==> src/rtl/video_spot_tracker.sv <==
// Per-frame bright-spot statistics (count, coordinate sums, bounding box) with a 1-cycle processed video path.
// Optional SPOT_CENTROID_EN adds a shared serial restoring divider producing the centroid.
module video_spot_tracker #(
    parameter int X_W     = 10,
    parameter int Y_W     = 10,
    parameter int MIN_PIX = 4
) (
    input  logic                 clk,
    input  logic                 reset,
    input  logic [1:0]           mode,
    input  logic [7:0]           threshold,
    input  logic                 video_frame_valid,
    input  logic                 video_line_valid,
    input  logic                 video_data_valid,
    input  logic [7:0]           video_data_in,
    input  logic [19:0]          video_address,
    output logic [7:0]           video_data_out,
    output logic                 video_valid_out,
    output logic                 result_valid,
    output logic                 spot_found,
    output logic [X_W+Y_W:0]     pix_count,
    output logic [2*X_W+Y_W:0]   sum_x,
    output logic [X_W+2*Y_W:0]   sum_y,
    output logic [X_W-1:0]       bbox_x0,
    output logic [X_W-1:0]       bbox_x1,
    output logic [Y_W-1:0]       bbox_y0,
    output logic [Y_W-1:0]       bbox_y1,
    output logic [X_W-1:0]       cent_x,
    output logic [Y_W-1:0]       cent_y
);

    localparam int CW  = X_W + Y_W + 1;
    localparam int SXW = 2 * X_W + Y_W + 1;
    localparam int SYW = X_W + 2 * Y_W + 1;

    typedef enum logic [1:0] {IDLE = 2'd0, ACCUM = 2'd1, DIV = 2'd2, DONE = 2'd3} state_t;

    state_t           state_r;
    logic             fv_d_r;
    logic [7:0]       thr_r;
    logic [CW-1:0]    cnt_r;
    logic [SXW-1:0]   sx_r;
    logic [SYW-1:0]   sy_r;
    logic [X_W-1:0]   x0_r, x1_r;
    logic [Y_W-1:0]   y0_r, y1_r;

    logic [X_W-1:0]   x_s;
    logic [Y_W-1:0]   y_s;
    logic             rise_s, fall_s, bright_s, hit_s, in_box_s, border_s;
    logic [7:0]       thr_eff_s, vid_s;
    logic [CW-1:0]    cnt_b_s, cnt_n_s;
    logic [SXW-1:0]   sx_b_s, sx_n_s;
    logic [SYW-1:0]   sy_b_s, sy_n_s;
    logic [X_W-1:0]   x0_b_s, x1_b_s, x0_n_s, x1_n_s;
    logic [Y_W-1:0]   y0_b_s, y1_b_s, y0_n_s, y1_n_s;

    assign x_s       = video_address[X_W-1:0];
    assign y_s       = video_address[X_W+Y_W-1:X_W];
    assign rise_s    = video_frame_valid & ~fv_d_r;
    assign fall_s    = ~video_frame_valid & fv_d_r;
    // The threshold is latched on the rising edge, so that first cycle must use the live value.
    assign thr_eff_s = rise_s ? threshold : thr_r;
    assign bright_s  = (video_data_in >= thr_eff_s);
    assign hit_s     = video_frame_valid & video_line_valid & video_data_valid & bright_s;

    // Outside ACCUM the next-state accumulators start from the cleared frame values.
    assign cnt_b_s = (state_r == ACCUM) ? cnt_r : {CW{1'b0}};
    assign sx_b_s  = (state_r == ACCUM) ? sx_r  : {SXW{1'b0}};
    assign sy_b_s  = (state_r == ACCUM) ? sy_r  : {SYW{1'b0}};
    assign x0_b_s  = (state_r == ACCUM) ? x0_r  : {X_W{1'b1}};
    assign x1_b_s  = (state_r == ACCUM) ? x1_r  : {X_W{1'b0}};
    assign y0_b_s  = (state_r == ACCUM) ? y0_r  : {Y_W{1'b1}};
    assign y1_b_s  = (state_r == ACCUM) ? y1_r  : {Y_W{1'b0}};

    assign cnt_n_s = hit_s ? cnt_b_s + CW'(1)   : cnt_b_s;
    assign sx_n_s  = hit_s ? sx_b_s + SXW'(x_s) : sx_b_s;
    assign sy_n_s  = hit_s ? sy_b_s + SYW'(y_s) : sy_b_s;
    assign x0_n_s  = (hit_s && (x_s < x0_b_s)) ? x_s : x0_b_s;
    assign x1_n_s  = (hit_s && (x_s > x1_b_s)) ? x_s : x1_b_s;
    assign y0_n_s  = (hit_s && (y_s < y0_b_s)) ? y_s : y0_b_s;
    assign y1_n_s  = (hit_s && (y_s > y1_b_s)) ? y_s : y1_b_s;

    assign in_box_s = (x_s >= bbox_x0) && (x_s <= bbox_x1) && (y_s >= bbox_y0) && (y_s <= bbox_y1);
    assign border_s = spot_found && in_box_s &&
                      ((x_s == bbox_x0) || (x_s == bbox_x1) || (y_s == bbox_y0) || (y_s == bbox_y1));

`ifdef SPOT_CENTROID_EN
    localparam int DW  = (SXW > SYW) ? SXW : SYW;
    localparam int DCW = $clog2(DW) + 1;

    logic [DW-1:0]  sh_r, sh_n_s;
    logic [CW-1:0]  rem_r, rem_n_s;
    logic [CW+1:0]  trial_s;
    logic [DCW-1:0] dcnt_r;
    logic           dsel_r;
    logic [X_W-1:0] cx_r;
    logic [Y_W-1:0] cy_r;

    // Dividend is left-aligned in sh_r; quotient bits shift in from the LSB as dividend bits leave the MSB.
    assign trial_s = {1'b0, rem_r, sh_r[DW-1]} - {2'b00, cnt_r};
    assign rem_n_s = trial_s[CW+1] ? {rem_r[CW-2:0], sh_r[DW-1]} : trial_s[CW-1:0];
    assign sh_n_s  = {sh_r[DW-2:0], ~trial_s[CW+1]};
`else
    assign cent_x = {X_W{1'b0}};
    assign cent_y = {Y_W{1'b0}};
`endif

    // Mode-selected pixel transform
    always_comb begin
        vid_s = video_data_in;
        case (mode)
            2'd0:    vid_s = video_data_in;
            2'd1:    vid_s = bright_s ? 8'hFF : 8'h00;
            2'd2:    vid_s = bright_s ? 8'h00 : 8'hFF;
            2'd3:    vid_s = border_s ? 8'h80 : (bright_s ? 8'hFF : 8'h00);
            default: vid_s = video_data_in;
        endcase
    end

    // Registered video output stage
    always_ff @(posedge clk or negedge reset) begin
        if (!reset) begin
            video_data_out  <= 8'h00;
            video_valid_out <= 1'b0;
        end else begin
            video_data_out  <= vid_s;
            video_valid_out <= video_data_valid;
        end
    end

    // Frame FSM: accumulate, optional centroid division, publish results
    always_ff @(posedge clk or negedge reset) begin
        if (!reset) begin
            state_r      <= IDLE;
            fv_d_r       <= 1'b1;   // a frame already in progress at release must not look like a new one
            thr_r        <= 8'h00;
            cnt_r        <= {CW{1'b0}};
            sx_r         <= {SXW{1'b0}};
            sy_r         <= {SYW{1'b0}};
            x0_r         <= {X_W{1'b1}};
            x1_r         <= {X_W{1'b0}};
            y0_r         <= {Y_W{1'b1}};
            y1_r         <= {Y_W{1'b0}};
            result_valid <= 1'b0;
            spot_found   <= 1'b0;
            pix_count    <= {CW{1'b0}};
            sum_x        <= {SXW{1'b0}};
            sum_y        <= {SYW{1'b0}};
            bbox_x0      <= {X_W{1'b0}};
            bbox_x1      <= {X_W{1'b0}};
            bbox_y0      <= {Y_W{1'b0}};
            bbox_y1      <= {Y_W{1'b0}};
`ifdef SPOT_CENTROID_EN
            sh_r         <= {DW{1'b0}};
            rem_r        <= {CW{1'b0}};
            dcnt_r       <= {DCW{1'b0}};
            dsel_r       <= 1'b0;
            cx_r         <= {X_W{1'b0}};
            cy_r         <= {Y_W{1'b0}};
            cent_x       <= {X_W{1'b0}};
            cent_y       <= {Y_W{1'b0}};
`endif
        end else begin
            fv_d_r       <= video_frame_valid;
            result_valid <= 1'b0;
            case (state_r)
                IDLE: begin
                    if (rise_s) begin
                        thr_r   <= threshold;
                        cnt_r   <= cnt_n_s;
                        sx_r    <= sx_n_s;
                        sy_r    <= sy_n_s;
                        x0_r    <= x0_n_s;
                        x1_r    <= x1_n_s;
                        y0_r    <= y0_n_s;
                        y1_r    <= y1_n_s;
                        state_r <= ACCUM;
                    end
                end
                ACCUM: begin
                    cnt_r <= cnt_n_s;
                    sx_r  <= sx_n_s;
                    sy_r  <= sy_n_s;
                    x0_r  <= x0_n_s;
                    x1_r  <= x1_n_s;
                    y0_r  <= y0_n_s;
                    y1_r  <= y1_n_s;
                    if (fall_s) begin
`ifdef SPOT_CENTROID_EN
                        sh_r    <= DW'(sx_r) << (DW - SXW);
                        rem_r   <= {CW{1'b0}};
                        dcnt_r  <= {DCW{1'b0}};
                        dsel_r  <= 1'b0;
                        state_r <= DIV;
`else
                        state_r <= DONE;
`endif
                    end
                end
`ifdef SPOT_CENTROID_EN
                DIV: begin
                    rem_r  <= rem_n_s;
                    sh_r   <= sh_n_s;
                    dcnt_r <= dcnt_r + DCW'(1);
                    if (!dsel_r && (dcnt_r == DCW'(SXW - 1))) begin
                        cx_r   <= sh_n_s[X_W-1:0];
                        sh_r   <= DW'(sy_r) << (DW - SYW);
                        rem_r  <= {CW{1'b0}};
                        dcnt_r <= {DCW{1'b0}};
                        dsel_r <= 1'b1;
                    end else if (dsel_r && (dcnt_r == DCW'(SYW - 1))) begin
                        cy_r    <= sh_n_s[Y_W-1:0];
                        state_r <= DONE;
                    end
                end
`endif
                DONE: begin
                    pix_count    <= cnt_r;
                    sum_x        <= sx_r;
                    sum_y        <= sy_r;
                    spot_found   <= (cnt_r >= CW'(MIN_PIX));
                    bbox_x0      <= (cnt_r == {CW{1'b0}}) ? {X_W{1'b0}} : x0_r;
                    bbox_x1      <= (cnt_r == {CW{1'b0}}) ? {X_W{1'b0}} : x1_r;
                    bbox_y0      <= (cnt_r == {CW{1'b0}}) ? {Y_W{1'b0}} : y0_r;
                    bbox_y1      <= (cnt_r == {CW{1'b0}}) ? {Y_W{1'b0}} : y1_r;
`ifdef SPOT_CENTROID_EN
                    cent_x       <= (cnt_r == {CW{1'b0}}) ? {X_W{1'b0}} : cx_r;
                    cent_y       <= (cnt_r == {CW{1'b0}}) ? {Y_W{1'b0}} : cy_r;
`endif
                    result_valid <= 1'b1;
                    state_r      <= IDLE;
                end
                default: state_r <= IDLE;
            endcase
        end
    end

endmodule
==> config.mk <==
export PLATFORM = sky130hd
export DESIGN_NAME = video_spot_tracker
export DESIGN_NICKNAME = d
export VERILOG_FILES = /design/src/rtl/video_spot_tracker.sv
export SDC_FILE = /design/constraint.sdc
export NUM_CORES = 1
export LEC_CHECK = 0
export BUFFER_PORTS_ARGS = -buffer_cell sky130_fd_sc_hd__buf_2
export CAP_MARGIN = 20
export CORE_MARGIN = 4
export CORE_UTILIZATION = 53
export CTS_BUF_LIST = sky130_fd_sc_hd__clkbuf_16
export DETAILED_ROUTE_END_ITERATION = 12
export GPL_ROUTABILITY_DRIVEN = 0
export GPL_TIMING_DRIVEN = 0
export PLACE_DENSITY = 0.77
export RECOVER_POWER = 50
export SETUP_SLACK_MARGIN = 0.15
export SLEW_MARGIN = 25
export SYNTH_ARGS = -nofsm -noshare
export SYNTH_HDL_FRONTEND = slang
export SYNTH_SLANG_ARGS = --single-unit
==> constraint.sdc <==
create_clock -name clk -period 3 [get_ports clk]
set_input_delay 0.15 -clock clk [delete_from_list [all_inputs] [get_ports clk]]
set_output_delay 0.15 -clock clk [all_outputs]
set_load 0.01 [all_outputs]
# --- After elaboration in Yosys (flattened, before gate mapping) ---
# Cells that the tools add are included.
# W data, S select, Z words.
op_classes:
  n_mux: 41
  eq_ne: 11
  order_cmp: 10
  n_reduce_logical: 18
  bitwise_logic: 7
  n_addsub: 3
op_table:
  columns: ["op", "n"]
  rows:
  - ["$mux W31", 6]
  - ["$mux W10", 16]
  - ["$pmux W31 S2", 2]
  - ["$pmux W10 S2", 4]
  - ["$mux W21", 3]
  - ["$add A31 B10 Y31", 2]
  - ["$pmux W21 S2", 1]
  - ["$eq A10 B10 Y1", 4]
  - ["$mux W8", 4]
  - ["$pmux W8 S4", 1]
  - ["$add A21 B1 Y21 const B", 1]
  - ["$ge A21 B3 Y1 const B", 1]
  - ["$logic_not A21 Y1", 1]
  - ["$ge A10 B10 Y1", 2]
  - ["$gt A10 B10 Y1", 2]
  - ["$le A10 B10 Y1", 2]
  - ["$lt A10 B10 Y1", 2]
  - ["$logic_and A1 B1 Y1", 9]
  - ["$ge A8 B8 Y1", 1]
  - ["$eq A2 B2 Y1 const B", 3]
  - ["$and A1 B1 Y1", 5]
  - ["$eq A2 B1 Y1 const B", 2]
  - ["$logic_not A2 Y1", 2]
  - ["$mux W2", 2]
  - ["7 further kinds", 12]
word_totals:
  out_inout_bits: 154
  register_bits: 268
  in_bits: 43

# --- Depth between registers and ports, before layout ---
# Gate-level depths: netlist (run 1).
logic_depth:
  depth_word: 9
  mapped_depth: 14

# --- Worst setup path after synthesis (run 1) ---
# OpenSTA, ideal clock, no wires.
synth_path:
  path_kind: "reg-to-reg"
  from: "reg state_r[1]"
  to: "reg sx_r[24]"
  arrival_time_ns: 3.028
  t_required_ns: 2.876
  stages_incl_launch_ff: 15
  path_slack_ns: -0.152
  setup_ns: 0.124
  cell_sequence: "dfrtp_1 > and2b_1 > clkbuf_1 > clkbuf_1 > and2_1 > ha_1 > inv_1 > fa_1 > nor2b_1 > o21ai_0 > o21ai_0 > a31oi_1 > clkbuf_1 > nand4b_1 > xor2_1"
synth_via:
  elab_chain_len: 6
synth_lines:
  columns: ["item", "line_no", "text"]
  rows:
  - ["start: declaration", "38", "state_t state_r;"]
  - ["start signal: assignment", "134", "state_r <= IDLE;"]
  - ["start signal: assignment", "177", "state_r <= ACCUM;"]
  - ["start signal: assignment", "196", "state_r <= DONE;"]
  - ["$eq A2 B1 Y1", "68, 166", null]
  - ["$mux W31", "68", "assign sx_b_s = (state_r == ACCUM) ? sx_r : {SXW{1'b0}};"]
  - ["$add A31 B10 Y31", "76", "assign sx_n_s = hit_s ? sx_b_s + SXW'(x_s) : sx_b_s;"]
  - ["$mux W31", "76", null]
  - ["$mux W31", "168", "if (rise_s) begin"]
  - ["$pmux W31 S2", "166", "case (state_r)"]
  - ["end signal: assignment", "138", "sx_r <= {SXW{1'b0}};"]
  - ["end signal: assignment", "171", "sx_r <= sx_n_s;"]
  - ["end signal: assignment", "182", "sx_r <= sx_n_s;"]
  - ["end: declaration", "42", "logic [SXW-1:0] sx_r;"]
# Several ways; a longest one is shown, not always the timed one. The select of a mux whose other input is x is not followed.
# A chain may end at the register's enable or synchronous reset.

# --- Worst setup path in the final report (run 1) ---
layout_path:
  from: "reg state_r[1]"
  to: "reg y0_r[3]"
layout_via:
  elab_chain_len: 7
layout_lines:
  columns: ["item", "line_no", "text"]
  rows:
  - ["$eq A2 B1 Y1", "72, 166", null]
  - ["$mux W10", "72", "assign y0_b_s = (state_r == ACCUM) ? y0_r : {Y_W{1'b1}};"]
  - ["$lt A10 B10 Y1", "80", "assign y0_n_s = (hit_s && (y_s < y0_b_s)) ? y_s : y0_b_s;"]
  - ["$logic_and A1 B1 Y1", "80", null]
  - ["$mux W10", "80", null]
  - ["$mux W10", "168", null]
  - ["$pmux W10 S2", "166", null]
  - ["end signal: assignment", "142", "y0_r <= {Y_W{1'b1}};"]
  - ["end signal: assignment", "175", "y0_r <= y0_n_s;"]
  - ["end signal: assignment", "186", "y0_r <= y0_n_s;"]
  - ["end: declaration", "45", "logic [Y_W-1:0] y0_r, y1_r;"]
# Several ways; a longest one is shown, not always the timed one. The select of a mux whose other input is x is not followed.

==> results of run 1 <==
[cells by family after synthesis]
logic type      synth area share (%)
simple gates                    13.2
flops                           46.8
compound gates                  10.5
buf+inv                         5.02
mux                             10.4
fa+ha+maj                       9.58
xor+xnor                        4.44
other cells                   0.0261
[power by group]
part / internal, mW / switching [mW]
Combinational: 1.36 / 1.82
Sequential: 4.08 / 0.330
Clock: 1.93 / 1.49
Total: 7.37 / 3.63
[registers in the layout, indices dropped and copies added (netlist names), 2 cells and up]
name            flops
bbox_x0            10
bbox_x1            10
bbox_y0            10
bbox_y1            10
cnt_r              21
pix_count          21
state_r             2
sum_x              31
sum_y              31
sx_r               31
sy_r               31
thr_r               8
video_data_out      8
x0_r               10
x1_r               10
y0_r               10
y1_r               10
[path summary, 6_finish.rpt]
kind                                        start                    end  slack, ps  cells after the start
setup reg to reg           state_r[1]$_DFFE_PN0P_    y0_r[3]$_DFFE_PN1P_        -70                     15
max in group asynchronous                   reset    x0_r[6]$_DFFE_PN1P_        430                      4
setup / recovery           state_r[1]$_DFFE_PN0P_    y0_r[3]$_DFFE_PN1P_        -70                     15
hold / removal                   video_address[1]    x0_r[1]$_DFFE_PN1P_         20                      3
hold reg to reg             sum_x[26]$_DFFE_PN0P_  sum_x[26]$_DFFE_PN0P_        500                      1
min in group asynchronous                   reset  sum_x[29]$_DFFE_PN0P_        800                      2
[cell usage after synthesis, types with 3 or more instances]
cell type                   count
sky130_fd_sc_hd__o211ai_1       6
sky130_fd_sc_hd__a31oi_1        3
sky130_fd_sc_hd__nand2b_1       9
sky130_fd_sc_hd__o21ai_0       59
sky130_fd_sc_hd__dfrtp_1      247
sky130_fd_sc_hd__buf_2         12
sky130_fd_sc_hd__o21a_1         8
sky130_fd_sc_hd__nor3_1        29
sky130_fd_sc_hd__a21o_1        20
sky130_fd_sc_hd__mux2_2        90
sky130_fd_sc_hd__and2_1        27
sky130_fd_sc_hd__buf_4         24
sky130_fd_sc_hd__and3_1        25
sky130_fd_sc_hd__o2bb2ai_1      4
sky130_fd_sc_hd__xor2_1        55
sky130_fd_sc_hd__mux2i_1       49
sky130_fd_sc_hd__and4_1         9
sky130_fd_sc_hd__nand3_1       28
sky130_fd_sc_hd__nand2_1      168
sky130_fd_sc_hd__nor2_1        49
sky130_fd_sc_hd__nand4b_1       4
sky130_fd_sc_hd__o2111ai_1     12
sky130_fd_sc_hd__dfstp_2       21
sky130_fd_sc_hd__clkbuf_1      41
sky130_fd_sc_hd__ha_1         107
sky130_fd_sc_hd__a21oi_1       52
sky130_fd_sc_hd__a211oi_1      14
sky130_fd_sc_hd__inv_1         81
sky130_fd_sc_hd__nor4_1         5
sky130_fd_sc_hd__nor2b_1        3
sky130_fd_sc_hd__xnor2_1       18
sky130_fd_sc_hd__a22o_1        20
sky130_fd_sc_hd__a2111oi_0      4
sky130_fd_sc_hd__nand4_1       30
[timing repair]
item                       CTS  global route
hold endpoints to repair   140             0
buffers inserted            41            27
hold buffers                36             0
resized for setup           97           116
setup endpoints to repair  131           126
pin swaps                   33            55
gates cloned                 2             2
[metal layers]
metal	GRT usage, %	vias up	wire length [µm]
li1	-	5460	-
met1	36.8	6044	17400
met2	43.6	602	20400
met3	4.50	112	3400
met4	9.08	0	1360
met5	0	-	0
[worst max-delay path, cell delays in order (launching register included)]
cell and delay, ps:
sky130_fd_sc_hd__dfrtp_2 430, sky130_fd_sc_hd__buf_4 140, sky130_fd_sc_hd__buf_6 110, sky130_fd_sc_hd__nand2b_4 140, sky130_fd_sc_hd__buf_8 130, sky130_fd_sc_hd__buf_8 120, sky130_fd_sc_hd__buf_8 120, sky130_fd_sc_hd__nor2_4 90
sky130_fd_sc_hd__ha_4 210, sky130_fd_sc_hd__a21o_1 200, sky130_fd_sc_hd__a2111oi_4 300, sky130_fd_sc_hd__a21oi_2 120, sky130_fd_sc_hd__a211oi_2 340, sky130_fd_sc_hd__nand2_2 180, sky130_fd_sc_hd__clkbuf_16 200, sky130_fd_sc_hd__mux2i_1 170
[metrics by stage]
stage | power (mW) | util [%] | setup slack, ps | cells
floorplan | 5.93 | - | 161 | 1393
global placement | 6.80 | 58.9 | -3050 | 1909
detailed placement | 6.91 | 59.2 | -792 | 1911
CTS | 10.7 | 66.9 | 6.09 | 2044
global route | 11.5 | 69.0 | -130 | 2073
finish | 11.0 | 69.0 | -72.5 | 2073
[layout make-up]
| type | count | area, µm² | share of cell area [%] |
|---|---|---|---|
| buffer | 80 | 624 | 3.37 |
| tap | 341 | 427 | 2.31 |
| timing repair buffer | 284 | 1790 | 9.68 |
| sequential | 268 | 6740 | 36.4 |
| clock inverter | 25 | 178 | 0.960 |
| inverter | 82 | 310 | 1.68 |
| multi-input combinational | 964 | 7710 | 41.7 |
| clock buffer | 29 | 726 | 3.92 |
==> flow_results.org, run 1 <==
** Floorplanning
- Die Y :: about 170 µm
- The floorplan step defined a die boundary enclosing between 20000 and 30000 µm².
- Pin placement for this block handled a little under 200 I/O pins.
- The floorplan step set the die width to about 170 µm.
- For this configuration, the core starts out at a cell density of 53.7%.
- Core area :: approximately 27000 µm²
- After floorplanning, the core was divided into 60 placement rows.

** Worst setup path
- The worst setup path is launched from a register.
- Crit-path max FO :: 5
- Critical Path RT :: approximately 3500 ps
- Data on the critical path arrives at its endpoint at 3550 ps.
- The setup path with the least slack is of type register to register.
- The worst setup path is captured at a register.

** Logic synthesis
- Counting flops with a built-in enable in the synthesized netlist gives 0.
- Summing every instance area after synthesis gives 14400 µm².
- Library cells used by synthesis :: 65
- Of all flip-flops after synthesis, the portion carrying an async set or reset was between 90% and 100%.
- Most frequently used flop master after synthesis :: sky130_fd_sc_hd__dfrtp_1
- Leading area contributor after synthesis :: sky130_fd_sc_hd__dfrtp_1
- Number of warnings issued by yosys :: 0
- By area the synthesized netlist is led by sky130_fd_sc_hd__dfrtp_1 (43%), sky130_fd_sc_hd__ha_1 (9.3%), sky130_fd_sc_hd__mux2_2 (7.0%).
- Sequential area share after synthesis :: 46.8%
- Flip-flop and latch count after synthesis :: 268
- Counting every instance in the synthesized netlist gives ~1400.
- After synthesis, the largest area contributor takes up a little over two fifths of total cell area.
- Avg Cell Area, Syn :: between 10 and 15 µm²

** Route
- The routed layout has between 10000 and 15000 vias.
- Average routed wire per standard cell :: 20.5 µm
- Ratio of routed vias to standard cells :: 5.89
- Number of detailed-route iterations in the first pass :: 5
- In the routed design, unresolved DRC markers number 0.
- The detail route stage leaves a number of antenna-violating nets equal to 0.
- In this run, the number of DRC markers left after iteration 0 of detailed routing was 1036.
- DRT Wirelength :: between 40 and 50 mm

** Global route
- The number of antenna violations at the first check in global routing came to 0.
- The first global-routing pass estimated roughly 66 mm of wire.
- The number of global-route vias before repair was 12200.
- Across every metal layer, demand over resource in global routing totals 26.8%.
- Largest net degree at the start of global routing :: 93
- Residual overflow from global routing :: 0

** Timing
- Peak Freq :: 325 MHz
- Setup repair after global routing could not meet its margin everywhere.
- The max-slew violation total from the final report came to 89.
- Across all hold checks on the routed design, the worst slack comes to 22.0 ps.
- Setup violators final :: 15
- Hold Vio Cnt, Final :: 0
- For the pin with the worst max-slew slack, the measured transition is around 2200 ps.
- Period utilization :: 102%
- Final critical path time including I/O delays and setup :: between 3000 and 4000 ps
- The clock arrives with 8.00 ps of skew.
- Post-route setup TNS :: -423 ps
- The worst pin sits at a relative slew slack of -47.4%.
- Post-layout worst setup margin :: -72.5 ps

** Final layout
- The library cells used most frequently in the layout, excluding fill and tap cells, are sky130_fd_sc_hd__dfrtp_1 (245), sky130_fd_sc_hd__clkbuf_1 (168), sky130_fd_sc_hd__nand2_1 (167).
- For this run, the post-layout net count is 1861.
- Ratio of cells with drive above 1 in the final layout :: between 20% and 30%
- Final instance area :: between 15000 and 20000 µm²
- From synthesis to final layout, the design area changed by 28.5%.
- Most common library cell in the layout ignoring fill and taps :: sky130_fd_sc_hd__dfrtp_1
- ANT cells :: 0
- Number of filler cells placed in the layout :: just under 2000

** Min path
- The path class of the tightest hold or removal check is input pin to register.

** Power
- Leakage :: 8.79 nW
- Power spread over the standard cell area amounts to around 590 nW/µm².
- Max rail drop VDD :: between 0.5 and 0.6 mV

** Clock network
- The tree is rooted in a sky130_fd_sc_hd__clkbuf_16.
- Clock latency on the worst-skew pair, taken at its later pin, is ~560 ps.
- In this run the number of H-tree levels came out at 1.
- TritonCTS built the clock tree.
- Counting the buffers created by CTS gives 29.
- Maximum buffer depth of the clock tree :: 3
- Clock Pin Slew Worst Setup and Hold Paths :: 60 ps
- Counting every sink on the clock net gives 268.

** Place
- Once placement finished, the instance area stood at approximately 16000 µm².
- During placement, the flow inserted port buffers numbering roughly 180.
- Post-DP HPWL :: 27.9 mm

** Status
- The final reports fail on max-capacitance violations, max-slew violations, negative setup slack.
- Outcome :: complete, but fails checks

** Job
- MaxCap Viol Count :: 1
No activity file was read; power rests on OpenSTA's default activity.
==> run 2: changes to the inputs <==
--- a/config.mk
+++ b/config.mk
@@ -8,13 +8,12 @@
 export BUFFER_PORTS_ARGS = -buffer_cell sky130_fd_sc_hd__buf_2
 export CAP_MARGIN = 20
 export CORE_MARGIN = 4
-export CORE_UTILIZATION = 53
+export CORE_UTILIZATION = 45
 export CTS_BUF_LIST = sky130_fd_sc_hd__clkbuf_16
 export DETAILED_ROUTE_END_ITERATION = 12
 export GPL_ROUTABILITY_DRIVEN = 0
 export GPL_TIMING_DRIVEN = 0
-export PLACE_DENSITY = 0.77
-export RECOVER_POWER = 50
+export PLACE_DENSITY = 0.67
 export SETUP_SLACK_MARGIN = 0.15
 export SLEW_MARGIN = 25
 export SYNTH_ARGS = -nofsm -noshare
==> run 2 against run 1 <==
The run now ends clean. Sequential cell count did not move. Maximum frequency rose by 2.8%. Critical path type unchanged. Routed wire length fell by 2.1%. Sequential share of layout area fell by 0.14 points. Cell count rose by 2.2%. Sequential power barely moved. Die area rose by 17%. Largest power group unchanged. Global-route usage fell by 3.8 points. Via count fell by 3.7%. Largest cell class unchanged.
==> flow_results.org, run 2 (synthesis gave the netlist of run 1 again) <==
** Status
- Outcome :: complete, no violations

** Final layout
- Most common library cell in the layout ignoring fill and taps :: sky130_fd_sc_hd__dfrtp_1
- Footprint of the multi-input gates :: 7620 µm² (-1.1%)
- Ratio of cells with drive above 1 in the final layout :: 30.4% (+6.3 points)
- Leaving out fill and tap cells, the most frequent cells in the layout are sky130_fd_sc_hd__dfrtp_1 (245), sky130_fd_sc_hd__buf_2 (177), sky130_fd_sc_hd__nand2_1 (167).
- The post-layout net count is 1845 (-0.86%).
- Synthesis-to-layout area growth :: 29.0%
- Final standard cell utilization of the core :: 58.9% (-10 points)
- Number of filler cells placed in the layout :: 2606 (+34%)
- Register Area :: 6740 µm² (unchanged)

** Timing
- The transition time at the pin with the least slew margin was 772 ps (-1440 ps).
- The setup skew after layout came to 13.0 ps (+4.96 ps).
- The final period utilization was 99.6% (-2.8 points).
- Relative slew slack :: 48.5% (+96 points)
- The max-slew violation total from the final report came to 0 (-100%).
- The worst hold slack after final layout is 18.5 ps (-3.47 ps).
- The timing-limited maximum frequency was 335 MHz (+2.8%).
- Setup violators final :: 0 (-15)
- Final critical path time including I/O delays and setup :: 2990 ps (-83.1 ps)
- Setup repair after global routing could not meet its margin everywhere.
- The final count of hold timing violations was 0 (unchanged).

** Route
- Count of routing violations after the opening detailed-route iteration :: 696 (-33%)
- DRC errors left :: 0 (unchanged)
- Detailed route wirelength on metal3 :: 2.61 mm (-23%)
- The detail-routed net length per standard cell is 19.7 µm (-4.2%).
- DR vias :: 11800 (-3.7%)
- Topmost layer with routed signal wires :: met4
- The remaining antenna violation count came to 0 (unchanged).
- The total wire length after detailed routing was 41.6 mm (-2.1%).
- The wire length on met1 is 18.7 mm (+7.3%).
- The detailed-route vias per instance is 5.56 (-5.7%).
- Met2 layer wire length in the routed design :: 19.2 mm (-6.0%)
- The number of iterations in the first detailed-routing pass came to 5 (unchanged).

** Job
- The max-cap check violation count came to 0 (-1).

** Clock network
- CTS root buf :: sky130_fd_sc_hd__clkbuf_16
- The clock edge transition at the registers on the reported setup and hold paths is 60 ps (about the same).
- Maximum buffer depth of the clock tree :: 3 (unchanged)
- CTS tree :: built
- The number of levels the H-tree was split into was 1 (unchanged).
- Total CTS buffers :: 30 (+3.4%)
- The number of clock sinks is 268 (unchanged).
- Latest clock arrival within the worst-skew pair :: 560 ps (about the same)

** Floorplanning
- I/O pin total :: 197 (unchanged)
- Effective utilization at floorplan :: 45.6% (-8.1 points)
- Core area :: 31600 µm² (+18%)
- The number of standard-cell rows in the floorplan is 65 (+8.3%).
- The horizontal die dimension is 187 µm (+8.1%).
- The die area was 34900 µm² (+17%).
- The die span in y came to 187 µm (+8.1%).

** Global route
- The total global-route track usage is 23.0% (-3.8 points).
- The maximum number of pins on one net before global-route repair came to 83 (-11%).
- Wire length of the first global-routing pass :: 65.7 mm (-0.18%)
- The number of global-route vias before repair came to 11900 (-2.8%).
- The overall overflow remaining after global route is 0 (unchanged).
- Antenna violations before repair :: 0 (unchanged)

** Worst setup path
- Kind of end point of the critical path :: register
- The required arrival time at the worst endpoint came to 3480 ps (about the same).
- Cell count of the worst reg-to-reg path :: 14 (-1)
- The data arrival time at the worst-slack endpoint came to 3470 ps (-80 ps).
- STA classifies the critical path startpoint as a register.
- Kind of critical path :: register to register
- The maximum net fanout on the critical path was 7 (+2).

** Power
- Pwr Density :: 601 nW/µm² (+1.1%)
- Internal Power :: 7.55 mW (+2.5%)
- The power share of the sequential group came to 39.4% (-0.7 points).
- The net switching component of the power came to 3.61 mW (-0.59%).
- Share of power burned in the clock network :: 32.7% (+1.7 points)
- The combinational group share of total power came to 28.0% (-0.9 points).
- Switching part of the total power :: 32.3% (-0.67 points)
- The total chip power came to 11.2 mW (+1.5%).
- The leakage dissipation is 9.25 nW (+5.3%).
- Max rail drop VDD :: 0.495 mV (-1.3%)

** Min path
- The worst hold path stage count was 3 (unchanged).
- Kind of path behind the tightest hold check :: input pin to register

** Place
- Count of port buffers added during placement :: 175 (unchanged)
- Post-DP HPWL :: 28.6 mm (+2.4%)
-- run 2: per-stage QoR --
step                setup TNS [ps]  instance area, µm²  cells  setup WS, ps
detailed placement          -57950               16000   1973          -828
CTS                              0               18200   2104          27.7
floorplan                        0               14500   1393           161
global route                  -403               18600   2117         -53.5
global placement           -858680               15900   1970         -3180
finish                           0               18600   2118          10.6
-- run 2: worst max-delay path, cell delays in order, from the launching register on --
cell	delay (ps)
sky130_fd_sc_hd__dfrtp_2	440
sky130_fd_sc_hd__and2b_4	190
sky130_fd_sc_hd__clkbuf_16	160
sky130_fd_sc_hd__clkbuf_16	160
sky130_fd_sc_hd__and2_4	160
sky130_fd_sc_hd__ha_4	150
sky130_fd_sc_hd__inv_2	50
sky130_fd_sc_hd__fa_2	200
sky130_fd_sc_hd__nor2b_2	50
sky130_fd_sc_hd__o31a_1	350
sky130_fd_sc_hd__o31ai_4	330
sky130_fd_sc_hd__a21oi_4	130
sky130_fd_sc_hd__buf_6	150
sky130_fd_sc_hd__o2111ai_4	230
sky130_fd_sc_hd__xor2_1	160
-- run 2: cell type report --
type	instances	share of cell area (%)
Clock buffer	31	4.18
Tap cell	402	2.71
Sequential cell	268	36.3
Antenna cell	1	0.0135
Multi-Input combinational cell	963	41.0
Timing Repair Buffer	268	9.83
Inverter	82	1.66
Clock inverter	23	1.05
Buffer	80	3.27
-- run 2: power groups by stage --
stage / clock network, mW / registers (mW) / logic [mW]
after floorplan: 0 / 4.46 / 1.47
after global placement: 0 / 4.43 / 2.40
after detailed placement: 0 / 4.44 / 2.49
after CTS: 3.70 / 4.38 / 2.90
after global routing: 3.86 / 4.44 / 3.40
final: 3.65 / 4.39 / 3.12
-- run 2: final timing paths --
check                                  startpoint                    end  slack [ps]
min reg2reg                 sum_y[21]$_DFFE_PN0P_  sum_y[21]$_DFFE_PN0P_         500
min                             video_address[11]    y0_r[1]$_DFFE_PN1P_          20
max in group asynchronous                   reset    x0_r[5]$_DFFE_PN1P_        1810
max reg2reg                state_r[0]$_DFFE_PN0P_   sy_r[30]$_DFFE_PN0P_          10
max                        state_r[0]$_DFFE_PN0P_   sy_r[30]$_DFFE_PN0P_          10
min in group asynchronous                   reset  sum_x[28]$_DFFE_PN0P_         100
-- run 2: routing by layer --
layer / GRT usage, % / vias to the layer above
met5: 0 / -
met4: 6.85 / 0
met3: 3.99 / 85
met2: 36.6 / 407
met1: 32.6 / 5853
li1: - / 5427
-- run 2: timing repair --
action | CTS | global route
pin swaps | 34 | 44
resized for setup | 119 | 71
hold buffers | 37 | 0
setup endpoints to repair | 131 | 129
hold endpoints to repair | 230 | 0
buffers inserted | 36 | 12
cloned | 4 | 1
==> run 3: changes to the inputs <==
--- a/config.mk
+++ b/config.mk
@@ -5,15 +5,15 @@
 export SDC_FILE = /design/constraint.sdc
 export NUM_CORES = 1
 export LEC_CHECK = 0
+export ABC_AREA = 1
 export BUFFER_PORTS_ARGS = -buffer_cell sky130_fd_sc_hd__buf_2
 export CAP_MARGIN = 20
 export CORE_MARGIN = 4
-export CORE_UTILIZATION = 45
+export CORE_UTILIZATION = 40
 export CTS_BUF_LIST = sky130_fd_sc_hd__clkbuf_16
 export DETAILED_ROUTE_END_ITERATION = 12
 export GPL_ROUTABILITY_DRIVEN = 0
 export GPL_TIMING_DRIVEN = 0
-export PLACE_DENSITY = 0.67
 export SETUP_SLACK_MARGIN = 0.15
 export SLEW_MARGIN = 25
 export SYNTH_ARGS = -nofsm -noshare
==> run 3 against run 2 <==
Critical path depth up 2. Clock power up 5%. Sequential power up 19%. Clock skew up 15 ps. Largest cell class unchanged.
==> flow_results.org, run 3 <==
** Logic synthesis
- Flip-flop and latch count after synthesis :: 268 (unchanged)
- Most frequent cells after synthesis :: sky130_fd_sc_hd__nand2_1 (629), sky130_fd_sc_hd__dfrtp_1 (247), sky130_fd_sc_hd__inv_1 (232)
- The portion of synthesized cell area occupied by the leading cell type was 39.0% (-3.9 points).
- The number of standard cells after synthesis is 2113 (+54%).
- By instance count, the leading cell after synthesis is sky130_fd_sc_hd__nand2_1.
- In the synthesized netlist the dominant register cell turns out to be sky130_fd_sc_hd__dfrtp_1.
- Leading area contributor after synthesis :: sky130_fd_sc_hd__dfrtp_1
- Number of enable flip-flop cells after synthesis :: 0 (unchanged)
- The Yosys warning count is 0 (unchanged).
- Post-synthesis cell area :: 15800 µm² (+10%)
- The sequential cell area fraction in the yosys report was 42.5% (-4.3 points).
- The post-synthesis cell type count was 40 (-38%).
- Largest cells by area after synthesis :: sky130_fd_sc_hd__dfrtp_1 (39%), sky130_fd_sc_hd__nand2_1 (15%), sky130_fd_sc_hd__ha_1 (8.5%)
- Share of synthesized registers carrying an async set or reset :: 100% (unchanged)
- The average size of a mapped cell came to 7.50 µm² (-28%).

** Global route
- The number of global-route vias before repair was 14700 (+24%).
- Wire length of the first global-routing pass :: 80.9 mm (+23%)
- The maximum number of pins on one net before global-route repair came to 84 (+1.2%).
- The overall overflow remaining after global route is 0 (unchanged).
- The number of antenna violations at the first check in global routing was 1 (+1).
- All-Layer GR Usage :: 23.1% (+0.12 points)

** Floorplanning
- The starting utilization of the core area was 40.7% (-4.9 points).
- The horizontal die dimension was 207 µm (+11%).
- The die area is 42900 µm² (+23%).
- The number of standard-cell rows in the floorplan is 72 (+11%).
- The number of primary I/O pins came to 197 (unchanged).
- The area of the placeable core came to 38900 µm² (+23%).
- The die span in y came to 207 µm (+11%).

** Route
- DRC errors left :: 0 (unchanged)
- The detail-routed net length per standard cell was 17.5 µm (-11%).
- The number of DRC markers after the initial detailed-route iteration was 927 (+33%).
- The vias after detailed routing is 14900 (+27%).
- The total wire length after detailed routing was 51.3 mm (+23%).
- Remaining number of nets flagged by the antenna check after routing :: 0 (unchanged)
- The number of iterations in the first detailed-routing pass came to 5 (unchanged).
- Ratio of routed vias to standard cells :: 5.08 (-8.6%)

** Clock network
- Total CTS buffers :: 31 (+3.3%)
- Latest clock arrival within the worst-skew pair :: 590 ps (+30 ps)
- Clock net sink count :: 268 (unchanged)
- CTS tree :: built
- Clock Pin Slew Worst Setup and Hold Paths :: 70 ps (about the same)
- Clock tree synthesis selected as its root buffer the cell sky130_fd_sc_hd__clkbuf_16.
- The number of levels the H-tree was split into came to 1 (unchanged).
- The deepest clock path buffer count is 3 (unchanged).

** Timing
- Unrepaired setup endpoints after global routing :: yes
- Clock Skew :: 28.2 ps (+15.3 ps)
- Relative slew slack :: 40.3% (-8.2 points)
- Count of pins over their slew limit :: 0 (unchanged)
- Hold Vio Cnt, Final :: 0 (unchanged)
- Setup violators final :: 0 (unchanged)
- The post-layout minimum cycle time is 2720 ps (-270 ps).
- Period utilization :: 90.7% (-9.0 points)
- The final critical-path setup slack was 280 ps (+270 ps).
- Slew at the pin closest to its max-slew limit :: 895 ps (+123 ps)
- Peak Freq :: 368 MHz (+9.9%)

** Status
- Outcome :: complete, no violations

** Final layout
- Final standard cell utilization of the core :: 49.6% (-9.2 points)
- The share of cells above drive strength 1 is 15.0% (-15 points).
- ANT cells :: 0 (-1)
- Final instance area :: 19300 µm² (+4.0%)
- The post-layout net count is 2547 (+38%).
- The fill cell total of the finished layout was 3879 (+49%).
- The library cell used most frequently in the layout, excluding fill and tap cells, is sky130_fd_sc_hd__nand2_1.
- Post-layout instance count excluding filler cells :: 2938 (+39%)
- Top library cells by usage in the layout, fill and taps aside :: sky130_fd_sc_hd__nand2_1 (619), sky130_fd_sc_hd__dfrtp_1 (246), sky130_fd_sc_hd__inv_1 (234)
- From synthesis to final layout, the design area changed by 21.9%.

** Worst setup path
- By startpoint and endpoint, the worst setup path is classified as register to register.
- Kind of end point of the critical path :: register
- Nature of the critical path startpoint :: register
- The maximum net fanout on the critical path came to 10 (+3).
- Critical path data arrival time :: 3190 ps (-280 ps)
- Critical Path RT :: 3470 ps (about the same)

** Place
- The number of buffer cells added on primary ports came to 176 (+0.57%).
- The placed cell count was 2829 (+43%).
- The worst slack after detailed placement came to -919 ps (-91.0 ps).
- Post-DP HPWL :: 37.9 mm (+32%)
- Post-placement cell area :: 17500 µm² (+9.8%)

** Power
- The leakage dissipation came to 9.73 nW (+5.1%).
- The areal power density over the cells is 727 nW/µm² (+21%).
- The total chip power was 14.0 mW (+26%).
- Max rail drop VDD :: 0.447 mV (-9.7%)

** Job
- The max-cap check violation count was 0 (unchanged).

** Min path
- The worst hold path belongs to the class input pin to register.
-- run 3: changes by cell type in the layout (fill, tap and decap cells not counted), sizes merged, moves of 26 or more --
cell	change
and2	-27
buf	-26
inv	+153
mux2	-90
mux2i	-43
nand2	+460
nand3	+137
nor2	+180
o21ai	+117
-- run 3: stage by stage --
| stage | TNS (ps) | hold WS (ps) |
|---|---|---|
| floorplan | 0 | -146 |
| global placement | -906010 | 270 |
| detailed placement | -49910 | 117 |
| CTS | 0 | 7.21 |
| global route | 0 | 51.8 |
| finish | 0 | 34.2 |
-- run 3: cells by family (layout without fill, tap and decap cells) --
| family | after synthesis | count (layout) | synth area share [%] |
|---|---|---|---|
| muxes | 6 | 6 | 0.379 |
| adders and majority gates | 109 | 109 | 8.70 |
| DFF | 268 | 268 | 42.5 |
| other | 1 | 20 | 0.0237 |
| buffers and inverters | 334 | 620 | 8.54 |
| xor gates and xnor gates | 57 | 57 | 3.15 |
| AOI/OAI and AO/OA | 248 | 248 | 8.22 |
| and+or+nand+nor | 1090 | 1092 | 28.5 |
-- run 3: cell type report --
cell class	count	area, µm²	share of cell area, %
multi-input cells	1532	8010	41.5
well taps	518	648	3.36
inverters	236	890	4.61
clock buffers	31	776	4.02
clock inverters	27	245	1.27
plain buffers	98	577	2.99
repair buffers	228	1430	7.42
flip-flops and latches	268	6730	34.9
-- run 3: repair_timing --
item	in CTS	in global routing
endpoints found under the setup margin	120	109
pin swaps	5	12
gates resized for setup	48	50
cloned	0	3
hold endpoints to repair	194	0
buffers inserted	6	12
hold buffers	30	0
-- run 3: path summary, 6_finish.rpt --
path / slack, ps / depth (start not counted) / to / from
min in group asynchronous: 110 / 2 / pix_count[14]$_DFFE_PN0P_ / reset
min reg2reg: 470 / 2 / sum_x[27]$_DFFE_PN0P_ / sum_x[27]$_DFFE_PN0P_
max: 280 / 16 / sx_r[20]$_DFFE_PN0P_ / state_r[1]$_DFFE_PN0P_
min: 30 / 5 / x0_r[2]$_DFFE_PN1P_ / video_address[2]
max in group asynchronous: 1760 / 4 / video_data_out[6]$_DFF_PN0_ / reset
max reg2reg: 280 / 16 / sx_r[20]$_DFFE_PN0P_ / state_r[1]$_DFFE_PN0P_
-- run 3: routing by layer --
metal	share of wire [%]	track usage, %	vias to the layer above
met1	43	31.2	7032
met4	3.0	7.48	0
met3	6.4	3.37	99
met5	0	0	-
met2	47	38.6	489
li1	-	-	7299
-- run 3: report_power, final --
group	internal, mW	switching, mW
sequential	4.61	0.626
clock	2.22	1.62
combinational	1.81	3.15
total	8.65	5.39
-- run 3: worst max-delay path, cell delays in order, from the launching register on --
cell,delay [ps]
sky130_fd_sc_hd__dfrtp_1,400
sky130_fd_sc_hd__inv_2,80
sky130_fd_sc_hd__nand2_4,60
sky130_fd_sc_hd__buf_12,140
sky130_fd_sc_hd__buf_4,190
sky130_fd_sc_hd__nor2_2,120
sky130_fd_sc_hd__ha_1,180
sky130_fd_sc_hd__inv_1,50
sky130_fd_sc_hd__fa_1,410
sky130_fd_sc_hd__inv_1,130
sky130_fd_sc_hd__nand3_1,100
sky130_fd_sc_hd__nand4_1,80
sky130_fd_sc_hd__buf_4,160
sky130_fd_sc_hd__nand2_1,90
sky130_fd_sc_hd__nor2_2,160
sky130_fd_sc_hd__nand2_1,90
sky130_fd_sc_hd__xor2_1,140
